===== src/rtl/tick_ctrl.sv =====
// Programmable tick controller: divides clk into a one-cycle tick and slow_clk,
// with stop, free-run and single-step modes and a runtime-loadable divisor.
module tick_ctrl #(
    parameter int CNT_W   = 19,
    parameter int DEF_DIV = 500000
) (
    input  logic             clk,
    input  logic             rst,
    input  logic [1:0]       mode,
    input  logic             step_req,
    input  logic             cfg_valid,
    input  logic [CNT_W-1:0] cfg_div,
    output logic             cfg_ready,
    output logic             tick,
    output logic             slow_clk,
    output logic [7:0]       tick_cnt,
    output logic             busy
);

    typedef enum logic [1:0] {
        IDLE = 2'd0,
        RUN  = 2'd1,
        STEP = 2'd2
    } state_t;

    localparam logic [CNT_W-1:0] ONE = CNT_W'(1);

    state_t           state;
    logic [CNT_W-1:0] div_reg;
    logic [CNT_W-1:0] count;
    logic [CNT_W-1:0] last_cnt;
    logic             step_s;
    logic             step_q;
    logic             step_rise;
    logic             at_end;
    logic             fire;
    logic             xfer;

    // A divisor of 0 behaves as 1, so the last count is 0 in both cases.
    always_comb begin
        last_cnt  = (div_reg == '0) ? '0 : div_reg - ONE;
        at_end    = (count == last_cnt);
        fire      = (state != IDLE) && at_end;
        cfg_ready = (state != STEP);
        busy      = (state != IDLE);
        xfer      = cfg_valid && cfg_ready;
        step_rise = step_s && !step_q;
    end

    always_ff @(posedge clk) begin
        if (!rst) begin
            state    <= IDLE;
            div_reg  <= CNT_W'(DEF_DIV);
            count    <= '0;
            step_s   <= 1'b1;
            step_q   <= 1'b1;
            tick     <= 1'b0;
            slow_clk <= 1'b0;
            tick_cnt <= 8'd0;
        end else begin
            step_s <= step_req;
            step_q <= step_s;
            tick   <= fire;
            if (fire) begin
                slow_clk <= ~slow_clk;
                tick_cnt <= tick_cnt + 8'd1;
            end
            unique case (state)
                IDLE: begin
                    count <= '0;
                    if (mode == 2'b01)
                        state <= RUN;
                    else if (mode == 2'b10 && step_rise)
                        state <= STEP;
                end
                RUN: begin
                    count <= at_end ? '0 : count + ONE;
                    if (mode != 2'b01) begin
                        state <= IDLE;
                        count <= '0;
                    end
                end
                STEP: begin
                    // mode and step_req are ignored until the single tick is out
                    count <= at_end ? '0 : count + ONE;
                    if (at_end)
                        state <= IDLE;
                end
                default: begin
                    state <= IDLE;
                    count <= '0;
                end
            endcase
            if (xfer) begin
                div_reg <= cfg_div;
                count   <= '0;
            end
        end
    end

endmodule

===== config.mk =====
export PLATFORM = sky130hd
export DESIGN_NAME = tick_ctrl
export DESIGN_NICKNAME = d
export VERILOG_FILES = /design/src/rtl/tick_ctrl.sv
export SDC_FILE = /design/constraint.sdc
export NUM_CORES = 1
export LEC_CHECK = 0
export ABC_AREA = 1
export BUFFER_PORTS_ARGS = -buffer_cell sky130_fd_sc_hd__buf_2
export CORE_MARGIN = 3
export CORE_UTILIZATION = 25
export CTS_CLUSTER_SIZE = 25
export DETAILED_ROUTE_END_ITERATION = 10
export SLEW_MARGIN = 10
export SYNTH_ARGS = -nofsm -noshare
export SYNTH_HDL_FRONTEND = slang
export SYNTH_SLANG_ARGS = --single-unit

===== constraint.sdc =====
create_clock -name clk -period 2.1 [get_ports clk]
set_input_delay 0.105 -clock clk [delete_from_list [all_inputs] [get_ports clk]]
set_output_delay 0.105 -clock clk [all_outputs]
set_load 0.05 [all_outputs]

==> results of run 1 <==
## worst min-delay path: stages
cell and delay (ps):
buf_2 80, nand2_1 50, nand3_1 50
## routing by layer
layer / up-vias / track usage (%) / share of wire [%]
li1: 1786 / - / -
met1: 1577 / 17.1 / 46
met2: 81 / 21.9 / 48
met3: 18 / 2.20 / 3.5
met4: 0 / 4.78 / 2.8
met5: - / 0 / 0
## area by class of cell
class / instances / share of cell area (%)
clock buffers: 5 / 2.85
clock inverters: 3 / 0.599
inverters: 52 / 4.57
multi-input cells: 381 / 48.1
flip-flops and latches: 52 / 23.9
well taps: 168 / 4.79
repair buffers: 97 / 15.3
## logic make-up after synthesis
family	count (synthesis)	share of synthesized area [%]
XOR/XNOR	13	3.59
adder cells (fa/ha/maj)	6	2.36
flip-flops	52	32.8
AND/OR/NAND/NOR	301	42.9
buffers and inverters	62	8.20
AO/OA/AOI/OAI	60	10.2
## synthesized netlist by cell type
library cell	count
dfxtp_1	52
nand2_1	135
nor2_8	1
a31oi_1	3
nand2_4	1
buf_4	2
xnor2_1	2
inv_1	51
nand3b_2	1
nor2_1	72
clkinv_4	1
a21oi_2	1
clkbuf_1	6
nor2_2	4
nor3_1	12
nand3_1	46
nand3_4	1
nand3_2	1
nand2_2	4
nor2_4	2
nand2b_1	1
nand4_1	12
nand4_4	1
xor2_1	11
nor4_1	1
o21ai_0	21
ha_1	6
o211ai_1	6
nand3b_1	1
a21oi_1	29
nor3b_1	3
buf_6	2
or2_2	2
## metrics by stage
step | total power (uW) | TNS (ps) | hold WS (ps) | setup slack, ps | cell area (sq um)
global placement | 2510 | -7330 | 292 | -262 | 3930
floorplan | 2040 | 0 | 212 | 15.4 | 3190
detailed placement | 2540 | -9190 | 293 | -347 | 3930
CTS | 3470 | -2550 | 18.8 | -129 | 4230
global route | 3810 | -7670 | 36.0 | -312 | 4380
finish | 3550 | -3190 | 15.6 | -151 | 4380
## power breakdown
part           total [uW]  internal, uW  switching (uW)  leakage (uW)
registers            1160          1080            79.1      0.000426
logic                1540           603             937       0.00136
clock network         852           451             400     0.0000744
## repair_timing
item / CTS / global route
hold endpoints to repair: 1 / 0
hold buffers: 1 / 0
pin swaps: 14 / 13
setup endpoints to repair: 31 / 31
cloned: 1 / 0
setup buffers: 7 / 1
resized for setup: 23 / 50
## worst max-delay path by stage
stage                from     endpoint  slack (ps)  cells after the start
2_1_floorplan  div_reg[0]    count[16]          20                     15
3_3_place_gp   div_reg[1]    count[18]        -260                     15
3_5_place_dp   div_reg[1]     slow_clk        -350                     17
4_1_cts        div_reg[0]  tick_cnt[3]        -130                     17
5_1_grt        div_reg[1]  tick_cnt[5]        -310                     17
6_report       div_reg[1]  tick_cnt[5]        -150                     17
==> key figures, run 1 <==
Yosys
  • Post-Syn Area per Cell: 6.43 sq um
  • Post-Synthesis Cells: between 400 and 500
  • Register bit count reported by yosys: 52
  • Netlist cell types: 33
  • Synth top area cells: dfxtp_1 33%, nand2_1 16%, nor2_1 8.5%
  • Yosys warns: 0
  • Net Count, Synth: 525
  • Yosys top cell area share: between 30% and 40%
  • Post-synthesis sequential area ratio: 32.8%
  • Cell area after synthesis: roughly 0.0032 sq mm
  • Area leader, netlist: dfxtp_1

Finish
  • Most common cell after layout, fill and taps aside: nand2_1
  • Area of the multi-input gates: 0.00211 sq mm
  • Most frequent cells in the layout: 116 x nand2_1, 57 x buf_4, 51 x nor2_1, 48 x inv_1, 48 x dfxtp_1
  • Fillers: 1329
  • Reg area: around 0.0010 sq mm
  • Post-layout util: a little over a third
  • Number of diodes: 0
  • Fin cells: 758
  • Final Net Count: 620
  • Layout cells sized above 1: about a third
  • Area grow syn2layout: 38.1%

Route
  • DR vias: around 3500
  • WL/cell: between 10 and 15 microns
  • DRT iter0 DRCs: 190
  • DRT Pass-1 Iters: 5
  • Drc violations: 0
  • Final wirelength: roughly 9300 microns
  • ANT nets after route: 0
  • Via density: between 4 and 5

Worst setup path
  • CP max FO: 4
  • Reg2reg setup slack: -150 ps
  • Worst Setup Start Kind: flop
  • Reg-to-Reg End: tick_cnt[5]
  • Top cell by count, worst path: nand2_1
  • CP required: approximately 2300 ps
  • Worst setup path category: flop to flop
  • CP Capture Type: flop
  • Worst R2R Path Depth: 17
  • Cell chain of the critical path: inv_2, ha_4, nand2_4, buf_6, nor2_4, nand2_1, nand2_2, buf_4, nand4_1, nand2_2, nor2_2, nand2_1, nor2_4, buf_4, nand4_4, nand2_1, a21oi_2
  • Slowest CP cell: dfxtp_2
  • CP top delay family: simple AND/OR/NAND/NOR gates
  • Reg2reg start: div_reg[1]
  • Worst Path Arrival: roughly 2400 ps
  • CP Buf/Inv Count: 4
  • CP peak stage delay: around 350 ps

Worst hold path
  • Hold Crit Class: primary input to flop
  • Hold path endpoint: div_reg[16]
  • Worst Hold Launch: cfg_div[16]
  • Worst Hold Depth: 3

Global route
  • Initial antenna violation count: 0
  • Gr ovfl total: 0
  • Pin count of the biggest net entering global routing: 25
  • Number of global-route vias before repair: 3407
  • First-pass GRT wire length: ~16000 microns
  • Overall Global Routing Usage: a little over an eighth

STA
  • Rel. slew slack: approximately 66%
  • Final hold vios: 0
  • Min cycle time layout: roughly 2300 ps
  • Slew Limit Fails: 0
  • Final WS setup: -151 ps
  • Clock skew: 8.39 ps
  • Final period utilization: 107%
  • Slew @ Worst Pin: just over 500 ps
  • Achievable Freq: 444 MHz
  • RSZ-0062 raised after global routing: true
  • Final setup viols: 31

CTS
  • CTS tree: built
  • Root buf cell: clkbuf_16
  • H-tree depth: 2
  • CTS Buf Count: 5
  • Worst-path clk slew: approximately 80 ps
  • Clk_lat worst skew: 300 ps
  • Clk buf depth: 2
  • # clock sinks: 52

Die
  • Die ar.: between 0.01 and 0.015 sq mm
  • Rows: 40
  • I/O pins: 37
  • Chip width: about 120 microns
  • Placeable Area: roughly 0.012 sq mm
  • Die Y: roughly 120 microns
  • Initial Utilization: between 20% and 30%

Power and ir drop
  • Worst ir drop on vdd: a little over 0.6 mV
  • Pwr per Cell Area: 810 mW/mm^2
  • Cell leakage power: 0.00186 uW

Status
  • Violated checks: negative setup slack
  • Outcome: complete, but fails checks

Place
  • GP Congestion: ~0.99
  • Dpl cells: 740
  • DP Wirelength: 7060 microns
  • Port bufs: 36

Flow run
  • Max-Cap Viols: 0
Power figures use the tool's default switching activity.
==> run 2, diff against run 1 <==
CORE_ASPECT_RATIO = 1.2   (was unset)
clock period = 2.2 ns   (was 2.1 ns; I/O delays follow)
==> run 2 against run 1 <==
Against the previous run:
- the run still ends with negative setup slack left
- global-route usage rose by 0.64 points
- sequential power fell by 4%
- non-clock buffer count rose by 6
- design area is 2.5% higher
- total power fell by 5.6%
- first-iteration DRC count decreased by 24%
- final cell count is 0.13% lower
- flip-flop and latch count stayed put
- via count is 0.78% higher
- combinational power fell by 6%
- critical endpoint is now count[17]
- largest cell class unchanged
- largest power group unchanged
- highest routed layer unchanged
==> key figures, run 2 (synthesized netlist as in run 1, its figures left out) <==
Worst setup path
  • Slowest CP cell: dfxtp_2
  • Worst Setup Start Kind: flop
  • CP max FO: 10 (+6)
  • Reg-to-Reg End: count[17]
  • Reg2reg setup slack: -180 ps (-30 ps)
  • Reg2reg start: div_reg[3]
  • CP Capture Type: flop
  • Worst R2R Path Depth: 19 (+2)
  • Cell chain of the critical path: buf_6, nor2_4, nand2_8, nor2_8, nand3_4, buf_12, buf_8, nand2_2, nand2_2, nand2_2, nand2_1, nor2_2, nand2_1, nor2_2, buf_4, nand3_4, nand2_4, buf_12, nor3_1
  • Top cell by count, worst path: nand2_2
  • CP peak stage delay: 340 ps (about the same)
  • CP required: 2380 ps (+100 ps)
  • Worst setup path category: flop to flop
  • Worst Path Arrival: 2560 ps (+130 ps)

Place
  • Worst slack, placed: -245 ps (+101 ps)
  • Dpl cells: 733 (-0.95%)
  • Port bufs: 36 (unchanged)
  • GP Congestion: 0.855 (-14%)
  • DP Wirelength: 7160 microns (+1.4%)

CTS
  • Worst-path clk slew: 70 ps (about the same)
  • CTS tree: built
  • # clock sinks: 52 (unchanged)
  • H-tree depth: 2 (unchanged)
  • Clk buf depth: 2 (unchanged)
  • Root buf cell: clkbuf_16
  • Clk_lat worst skew: 300 ps (about the same)
  • CTS Buf Count: 5 (unchanged)

Route
  • Final wirelength: 9820 microns (+5.2%)
  • DRT Pass-1 Iters: 4 (-1)
  • DR vias: 3489 (+0.78%)
  • Via density: 4.61 (+0.91%)
  • ANT nets after route: 0 (unchanged)
  • DRT iter0 DRCs: 144 (-24%)
  • Drc violations: 0 (unchanged)
  • WL/cell: 13.0 microns (+5.3%)

STA
  • Final WS setup: -177 ps (-25.8 ps)
  • Setup TNS: -4370 ps (-1180 ps)
  • Achievable Freq: 421 MHz (-5.3%)
  • Slew Limit Fails: 0 (unchanged)
  • Slew @ Worst Pin: 445 ps (-60.0 ps)
  • Min cycle time layout: 2380 ps (+126 ps)
  • Final period utilization: 108% (+0.85 points)
  • RSZ-0062 raised after global routing: true
  • Rel. slew slack: 70.3% (+4.0 points)
  • Clock skew: 6.11 ps (-2.28 ps)
  • Final setup viols: 31 (unchanged)
  • Final hold vios: 0 (unchanged)

Power and ir drop
  • Worst ir drop on vdd: 0.540 mV (-12%)
  • Cell leakage power: 0.00190 uW (+2.1%)
  • Pwr per Cell Area: 746 mW/mm^2 (-7.9%)

Global route
  • Gr ovfl total: 0 (unchanged)
  • First-pass GRT wire length: 15500 microns (-0.22%)
  • Overall Global Routing Usage: 13.8% (+0.64 points)
  • Number of global-route vias before repair: 3414 (+0.21%)
  • Pin count of the biggest net entering global routing: 26 (+4.0%)
  • Initial antenna violation count: 0 (unchanged)

Status
  • Outcome: complete, but fails checks
  • Violated checks: negative setup slack

Flow run
  • Max-Cap Viols: 0 (unchanged)

Finish
  • Area of the multi-input gates: 0.00209 sq mm (-0.83%)
  • Fin cells: 757 (-0.13%)
  • Final Net Count: 626 (+0.97%)
  • Number of diodes: 0 (unchanged)
  • Layout cells sized above 1: 29.7% (-1.7 points)
  • Area grow syn2layout: 41.5%
  • Fillers: 1292 (-2.8%)
  • Most common cell after layout, fill and taps aside: nand2_1
  • Reg area: 0.00104 sq mm (-0.12%)
  • Most frequent cells in the layout: 124 x nand2_1, 56 x nor2_1, 53 x buf_4, 49 x inv_1, 49 x dfxtp_1

Worst hold path
  • Worst Hold Depth: 3 (unchanged)
  • Hold Crit Class: primary input to flop
  • Worst Hold Launch: cfg_div[16]
  • Hold path endpoint: div_reg[16]

Die
  • Chip width: 109 microns (-8.3%)
  • Die Y: 129 microns (+9.1%)
  • I/O pins: 37 (unchanged)
  • Placeable Area: 0.0123 sq mm (+0.53%)
  • Initial Utilization: 25.9% (-0.14 points)
  • Rows: 44 (+10%)
  • Die ar.: 0.0141 sq mm (about the same)
## run 2: cell type report
| class | count | area share [%] |
|---|---|---|
| clock buffers | 5 | 2.78 |
| clock inverters | 3 | 0.529 |
| multi-input cells | 381 | 46.5 |
| well taps | 161 | 4.48 |
| flip-flops and latches | 52 | 23.3 |
| inverters | 52 | 4.51 |
| repair buffers | 103 | 17.9 |
## run 2: through the flow
| stage | total power (uW) | area [sq um] | hold WS [ps] | util (%) |
|---|---|---|---|---|
| 2_1_floorplan | 1940 | 3170 | 217 | - |
| 3_3_place_gp | 2380 | 3910 | 297 | 31.9 |
| 3_5_place_dp | 2400 | 3910 | 298 | 31.9 |
| 4_1_cts | 3260 | 4270 | 16.6 | 34.8 |
| 5_1_grt | 3580 | 4490 | 26.6 | 36.6 |
| 6_report | 3350 | 4490 | 14.9 | 36.6 |
## run 2: power by group
group          leakage, uW  switching, uW  internal (uW)
Combinational      0.00141            875            563
Sequential        0.000426           76.2           1030
Clock            0.0000660            381            424
Total              0.00190           1330           2020
## run 2: what timing repair did
action	in CTS	in global routing
pin swaps	15	19
resized for setup	31	41
endpoints found under the hold margin	1	0
cloned	3	2
hold buffers	1	0
buffers inserted	4	6
setup endpoints to repair	30	31
## run 2: critical path: cells and delay by family, from the launching register on
family                 cells  cell delay (ps)
flip-flops                 1              340
AND/OR/NAND/NOR           14             1230
buffers and inverters      5              670
## run 2: per-layer routing
metal	global-route usage (%)	routed length, microns	up-vias
met2	25.5	5140	69
met3	2.99	391	13
li1	-	-	1804
met4	4.75	185	0
met5	0	0	-
met1	15.4	4100	1603
## run 2: worst max path at each step
stage	from	to	slack, ps	cells past startpoint
after floorplan	div_reg[0]	count[16]	50	15
after global placement	div_reg[0]	tick_cnt[3]	-120	16
after detailed placement	div_reg[0]	tick_cnt[1]	-250	16
after CTS	div_reg[3]	tick_cnt[1]	-100	16
after global routing	div_reg[6]	tick_cnt[4]	-280	15
final	div_reg[3]	count[17]	-180	19
